[src/rtl/port_host_pkg.sv]
// Shared definitions for the host-side port driver: byte width and TX FSM state encodings.
package port_host_pkg;

  localparam int PORT_W = 8;

  typedef enum logic [2:0] {
    PH_IDLE   = 3'd0,
    PH_SETUP  = 3'd1,
    PH_STROBE = 3'd2,
    PH_HOLD   = 3'd3,
    PH_GAP    = 3'd4
  } ph_state_e;

endpackage

[src/rtl/port_fifo.sv]
// Synchronous show-ahead FIFO; the head entry is visible on pop_data while not empty.
module port_fifo #(
  parameter int DEPTH = 4,
  parameter int WIDTH = 8,
  localparam int AW = $clog2(DEPTH),
  localparam int CW = $clog2(DEPTH) + 1
) (
  input  logic             clk,
  input  logic             reset,
  input  logic             push,
  input  logic [WIDTH-1:0] push_data,
  input  logic             pop,
  output logic [WIDTH-1:0] pop_data,
  output logic             full,
  output logic             empty,
  output logic [CW-1:0]    count
);

  logic [WIDTH-1:0] mem [DEPTH];
  logic [AW-1:0]    wr_ptr;
  logic [AW-1:0]    rd_ptr;
  logic             do_push;
  logic             do_pop;

  assign full     = (count == CW'(DEPTH));
  assign empty    = (count == '0);
  assign do_push  = push && !full;
  assign do_pop   = pop && !empty;
  assign pop_data = mem[rd_ptr];

  always_ff @(posedge clk) begin
    if (reset) begin
      wr_ptr <= '0;
      rd_ptr <= '0;
      count  <= '0;
    end else begin
      if (do_push) wr_ptr <= wr_ptr + AW'(1);
      if (do_pop)  rd_ptr <= rd_ptr + AW'(1);
      case ({do_push, do_pop})
        2'b10:   count <= count + CW'(1);
        2'b01:   count <= count - CW'(1);
        default: count <= count;
      endcase
    end
  end

  // Storage needs no reset: entries are only read after being written.
  always_ff @(posedge clk) begin
    if (do_push) mem[wr_ptr] <= push_data;
  end

endmodule

[src/rtl/port_host.sv]
// Host-side driver for the computer's byte port: queued bytes go out as timed write
// strobes with stable data, and every change on port_out is handed back to the host.
module port_host
  import port_host_pkg::*;
#(
  parameter int DEPTH     = 4,
  parameter int PULSE_LEN = 10,
  parameter int GAP_LEN   = 4
) (
  input  logic              clk,
  input  logic              reset,
  input  logic              push_valid,
  input  logic [PORT_W-1:0] push_data,
  output logic              push_ready,
  output logic              port_write,
  output logic [PORT_W-1:0] port_in,
  input  logic [PORT_W-1:0] port_out,
  output logic              rx_valid,
  output logic [PORT_W-1:0] rx_data,
  input  logic              rx_ready,
  output logic              overrun,
  output logic              busy,
  output logic [2:0]        fsm_state
);

  // Handshakes: push moves a byte when push_valid && push_ready on a clock edge;
  // rx_data is consumed when rx_valid && rx_ready on a clock edge.

  localparam int CW      = $clog2(DEPTH) + 1;
  localparam int CNT_MAX = (PULSE_LEN > GAP_LEN) ? PULSE_LEN : GAP_LEN;
  localparam int CNT_W   = $clog2(CNT_MAX + 1);
  localparam logic [CNT_W-1:0] PULSE_LOAD = CNT_W'(PULSE_LEN - 1);
  localparam logic [CNT_W-1:0] GAP_LOAD   = CNT_W'((GAP_LEN > 0) ? GAP_LEN - 1 : 0);

  ph_state_e         state, state_n;
  logic [CNT_W-1:0]  cnt, cnt_n;
  logic              write_n;
  logic              pop;
  logic              push_fire;
  logic [PORT_W-1:0] fifo_head;
  logic              fifo_full;
  logic              fifo_empty;
  logic [CW-1:0]     fifo_count;
  logic [CW-1:0]     count_n;
  logic [PORT_W-1:0] last_out;

  port_fifo #(
    .DEPTH (DEPTH),
    .WIDTH (PORT_W)
  ) u_fifo (
    .clk       (clk),
    .reset     (reset),
    .push      (push_valid),
    .push_data (push_data),
    .pop       (pop),
    .pop_data  (fifo_head),
    .full      (fifo_full),
    .empty     (fifo_empty),
    .count     (fifo_count)
  );

  assign push_ready = !fifo_full;
  assign push_fire  = push_valid && !fifo_full;
  assign fsm_state  = state;

  always_comb begin
    state_n = state;
    cnt_n   = cnt;
    write_n = 1'b0;
    pop     = 1'b0;
    case (state)
      PH_IDLE: begin
        if (!fifo_empty) begin
          pop     = 1'b1;
          state_n = PH_SETUP;
        end
      end
      PH_SETUP: begin
        state_n = PH_STROBE;
        cnt_n   = PULSE_LOAD;
        write_n = 1'b1;
      end
      PH_STROBE: begin
        if (cnt == '0) begin
          state_n = PH_HOLD;
        end else begin
          cnt_n   = cnt - CNT_W'(1);
          write_n = 1'b1;
        end
      end
      PH_HOLD: begin
        if (GAP_LEN == 0) begin
          state_n = PH_IDLE;
        end else begin
          state_n = PH_GAP;
          cnt_n   = GAP_LOAD;
        end
      end
      PH_GAP: begin
        if (cnt == '0) state_n = PH_IDLE;
        else           cnt_n   = cnt - CNT_W'(1);
      end
      default: state_n = PH_IDLE;
    endcase
  end

  // busy is registered, so it looks at the FIFO occupancy this edge produces.
  always_comb begin
    count_n = fifo_count + CW'(push_fire) - CW'(pop);
  end

  always_ff @(posedge clk) begin
    if (reset) begin
      state      <= PH_IDLE;
      cnt        <= '0;
      port_write <= 1'b0;
      port_in    <= '0;
      busy       <= 1'b0;
    end else begin
      state      <= state_n;
      cnt        <= cnt_n;
      port_write <= write_n;
      if (pop) port_in <= fifo_head;
      busy       <= (count_n != '0) || (state_n != PH_IDLE);
    end
  end

  // A newer capture replaces an unconsumed one and flags the loss.
  always_ff @(posedge clk) begin
    if (reset) begin
      last_out <= '0;
      rx_valid <= 1'b0;
      rx_data  <= '0;
      overrun  <= 1'b0;
    end else if (port_out != last_out) begin
      last_out <= port_out;
      rx_data  <= port_out;
      rx_valid <= 1'b1;
      if (rx_valid && !rx_ready) overrun <= 1'b1;
    end else if (rx_valid && rx_ready) begin
      rx_valid <= 1'b0;
    end
  end

endmodule

[config.mk]
export PLATFORM = sky130hd
export DESIGN_NAME = port_host
export DESIGN_NICKNAME = d
export VERILOG_FILES = /design/src/rtl/port_host_pkg.sv /design/src/rtl/port_fifo.sv /design/src/rtl/port_host.sv
export SDC_FILE = /design/constraint.sdc
export NUM_CORES = 1
export LEC_CHECK = 0
export ABC_AREA = 1
export BUFFER_PORTS_ARGS = -buffer_cell sky130_fd_sc_hd__buf_2
export CAP_MARGIN = 20
export CORE_MARGIN = 4
export CORE_UTILIZATION = 50
export DETAILED_ROUTE_END_ITERATION = 6
export PLACE_DENSITY = 0.77
export SYNTH_ARGS = -nofsm -noshare
export SYNTH_HDL_FRONTEND = slang
export SYNTH_SLANG_ARGS = --single-unit
[constraint.sdc]
create_clock -name clk -period 2.2 [get_ports clk]
set_input_delay 0.44 -clock clk [delete_from_list [all_inputs] [get_ports clk]]
set_output_delay 0.44 -clock clk [all_outputs]
set_load 0.005 [all_outputs]
==> flow_metrics.py <==
metrics = {
    "global_route": {
        "grt.overflow.total": 0,
        "antenna_found_initial": 0,
        "grt_max_degree": 20,
        "grt_usage_pct": 17.8,
        "grt_pass1_vias": 2058,
        "grt_pass1_wl_microns": 8800,
    },
    "worst_setup_path": {
        "worstPathCellList": "inv_2 -> nand3_2 -> inv_2 -> ha_1 -> inv_1 -> ha_1 -> fa_1 -> or2_2 -> nor2_1 -> a21oi_1",
        "slowest_delay_ns": 0.41,
        "criticalPathCategory": "reg -> reg",
        "critPathTopFamily": "adder cells",
        "r2r-start": "fsm_state[2]",
        "path_max_fanout": 6,
        "crit_path_start": "fsm_state[2]",
        "cp-start-kind": "flop",
        "worstPathBufferInverterCount": 3,
        "slowest_stage": "fa_1",
        "arrival_ns": 2.30,
        "crit_required_ns": 2.42,
        "end_kind": "flop",
    },
    "cts": {
        "cts_buffers": 9,
        "cts.htree.levels": 3,
        "cts_num_sinks": 66,
        "cts_hold_buf": 0,
        "worstSkewPairLatency_ns": 0.34,
        "cts_tree": "yes",
        "cts-root-buf": "clkbuf_8",
        "cts_buffer_depth": 2,
        "clk_pin_slew_worst_paths_ns": 0.07,
    },
    "power_and_ir_drop": {
        "vdd_drop_max_mv": 0.654,
        "cellPowerDensity_nw_per_um2": 1160,
        "p_total_mw": 3.88,
        "leakagePower_nw": 1.46,
    },
    "place": {
        "hpwl_microns": 3810,
        "io_buffers": 43,
        "placedCellCount": 413,
        "globalplace.congestion": 0.833,
    },
    "yosys": {
        "ys_types": 26,
        "synthXorXnorAreaFrac_pct": 1.89,
        "synth-compound-area-share_pct": 12.5,
        "synth_seq_cells": 66,
        "synthFlopType": "dfxtp_1",
        "synth_fa_ha_area_share_pct": 5.03,
        "synth_edf_count": 32,
        "netlist_area_sq_um": 2790,
        "synthArstFlopShare_pct": 0,
        "synth-simple-area-share_pct": 14.6,
        "synthCells": 296,
        "muxShareOfSynthArea_pct": 0,
        "synth-warning-count": 0,
        "syn-num-nets": 326,
        "seq_area_frac_synth_pct": 58.9,
        "synth_top_family_by_area": "simple AND/OR/NAND/NOR gates",
        "syn_avg_cell_area_sq_um": 9.41,
    },
    "die": {
        "dieWidth_microns": 82.7,
        "core_sq_um": 5240,
        "initial_utilization_pct": 53.2,
        "rows": 26,
        "ios": 44,
        "die-area_sq_um": 6830,
        "die_h_microns": 82.7,
    },
    "routing": {
        "drt_iter0_markers": 135,
        "ant_nets": 0,
        "wirelength_microns": 5320,
        "dr.pass1.iters": 4,
        "vias": 2104,
        "drc_errors": 0,
        "wire_per_inst_microns": 12.4,
        "via_per_inst": 4.90,
    },
    "cells_and_area": {
        "fin_nets": 384,
        "fillers": 432,
        "antenna_cells": 0,
        "most-common-layout-cells": "nor2_1 (57), buf_2 (43), dfxtp_1 (33), edfxtp_1 (32), inv_1 (30)",
        "syn2layout_area_growth_pct": 20.2,
        "layout.cells.non_filler": 429,
        "drive_above_1_share_pct": 25.3,
        "layout_commonest_cell": "nor2_1",
    },
    "flow_run": {
        "drv_cap": 0,
    },
    "sta": {
        "period_minus_slack_ns": 2.08,
        "finalHoldViolations": 0,
        "clock_skew_ns": 0.00729,
        "tns_ns": 0,
        "finalSetupViolCount": 0,
        "rsz0062_at_grt": "false",
        "slew_viol_final": 0,
        "worstMarginPinSlew_ns": 0.393,
        "timing.final.crit_share_pct": 94.6,
        "maxSlewHeadroom_pct": 73.7,
        "fmax_ghz": 0.481,
    },
    "hold_path": {
        "worstHoldStart": "push_data[1]",
        "hold_path_class": "in -> reg",
    },
    "status": {
        "outcome": "finished, final reports clean",
    },
}
[cell type report]
type                    instances  area, sq um  share of cell area, %
flip-flops and latches         66         1640                   49.1
multi-input cells             180          953                   28.5
repair buffers                 55          309                   9.23
clock buffers                  11          163                   4.86
inverters                      42          158                   4.71
well taps                      70         87.6                   2.62
clock inverters                 5         35.0                   1.05
[cells in the mapped netlist (8+ instances only)]
cell type	instances	area share, %
nor2_1	57	7.7
nand2_1	28	3.8
o21ai_1	19	3.4
edfxtp_1	32	34
inv_1	31	4.2
a21oi_1	15	2.7
o22ai_1	8	1.8
inv_2	11	1.5
ha_1	8	3.6
dfxtp_1	34	24
o21ai_0	21	3.8
[metrics by stage]
step           area, sq um  worst slack [ns]  utilization (%)  hold WS (ns)
6_report              3350             0.119             63.9         0.306
5_1_grt               3350           0.00731             63.9         0.300
4_1_cts               3340            0.0595             63.7         0.294
3_5_place_dp          3140            0.0738             60.0         0.450
3_3_place_gp          3140             0.118             60.0         0.438
2_1_floorplan         2790            0.0407                -         0.447
[report_power, final]
group	internal, mW	switching [mW]
registers	1.50	0.102
logic	0.532	0.785
clock network	0.509	0.451
[sequential cells by signal, summed over array words and instances (netlist names)]
register / flops
fsm_state: 3
u_fifo.count: 3
u_fifo.mem: 32
last_out: 8
overrun: 1
port_write: 1
rx_valid: 1
u_fifo.rd_ptr: 2
port_in: 8
busy: 1
cnt: 4
u_fifo.wr_ptr: 2
[cell families (layout without fill, tap and decap cells)]
group	Yosys count	after routing
and+or+nand+nor	99	99
DFF	66	66
AOI/OAI and AO/OA	65	65
buffers and inverters	50	113
adders and majority gates	10	10
xor gates and xnor gates	6	6
[routing by layer]
metal  share of wire (%)  GRT usage, %
met5                   0             0
met4                 1.3          10.1
met2                  52          30.3
met3                 5.1          4.56
met1                  42          20.1
[final timing paths]
| path | to | slack (ns) | cells past startpoint |
|---|---|---|---|
| worst min register to register | overrun | 0.46 | 2 |
| worst min-delay path | u_fifo.mem[3][1] | 0.31 | 1 |
| worst max-delay path | busy | 0.12 | 10 |
| worst max register to register | busy | 0.12 | 10 |
[what timing repair did]
action | CTS | global route
resized for setup | 0 | 6
endpoints found under the setup margin | 0 | 2
setup buffers | 0 | 0
No activity file was read; power rests on OpenSTA's default activity.
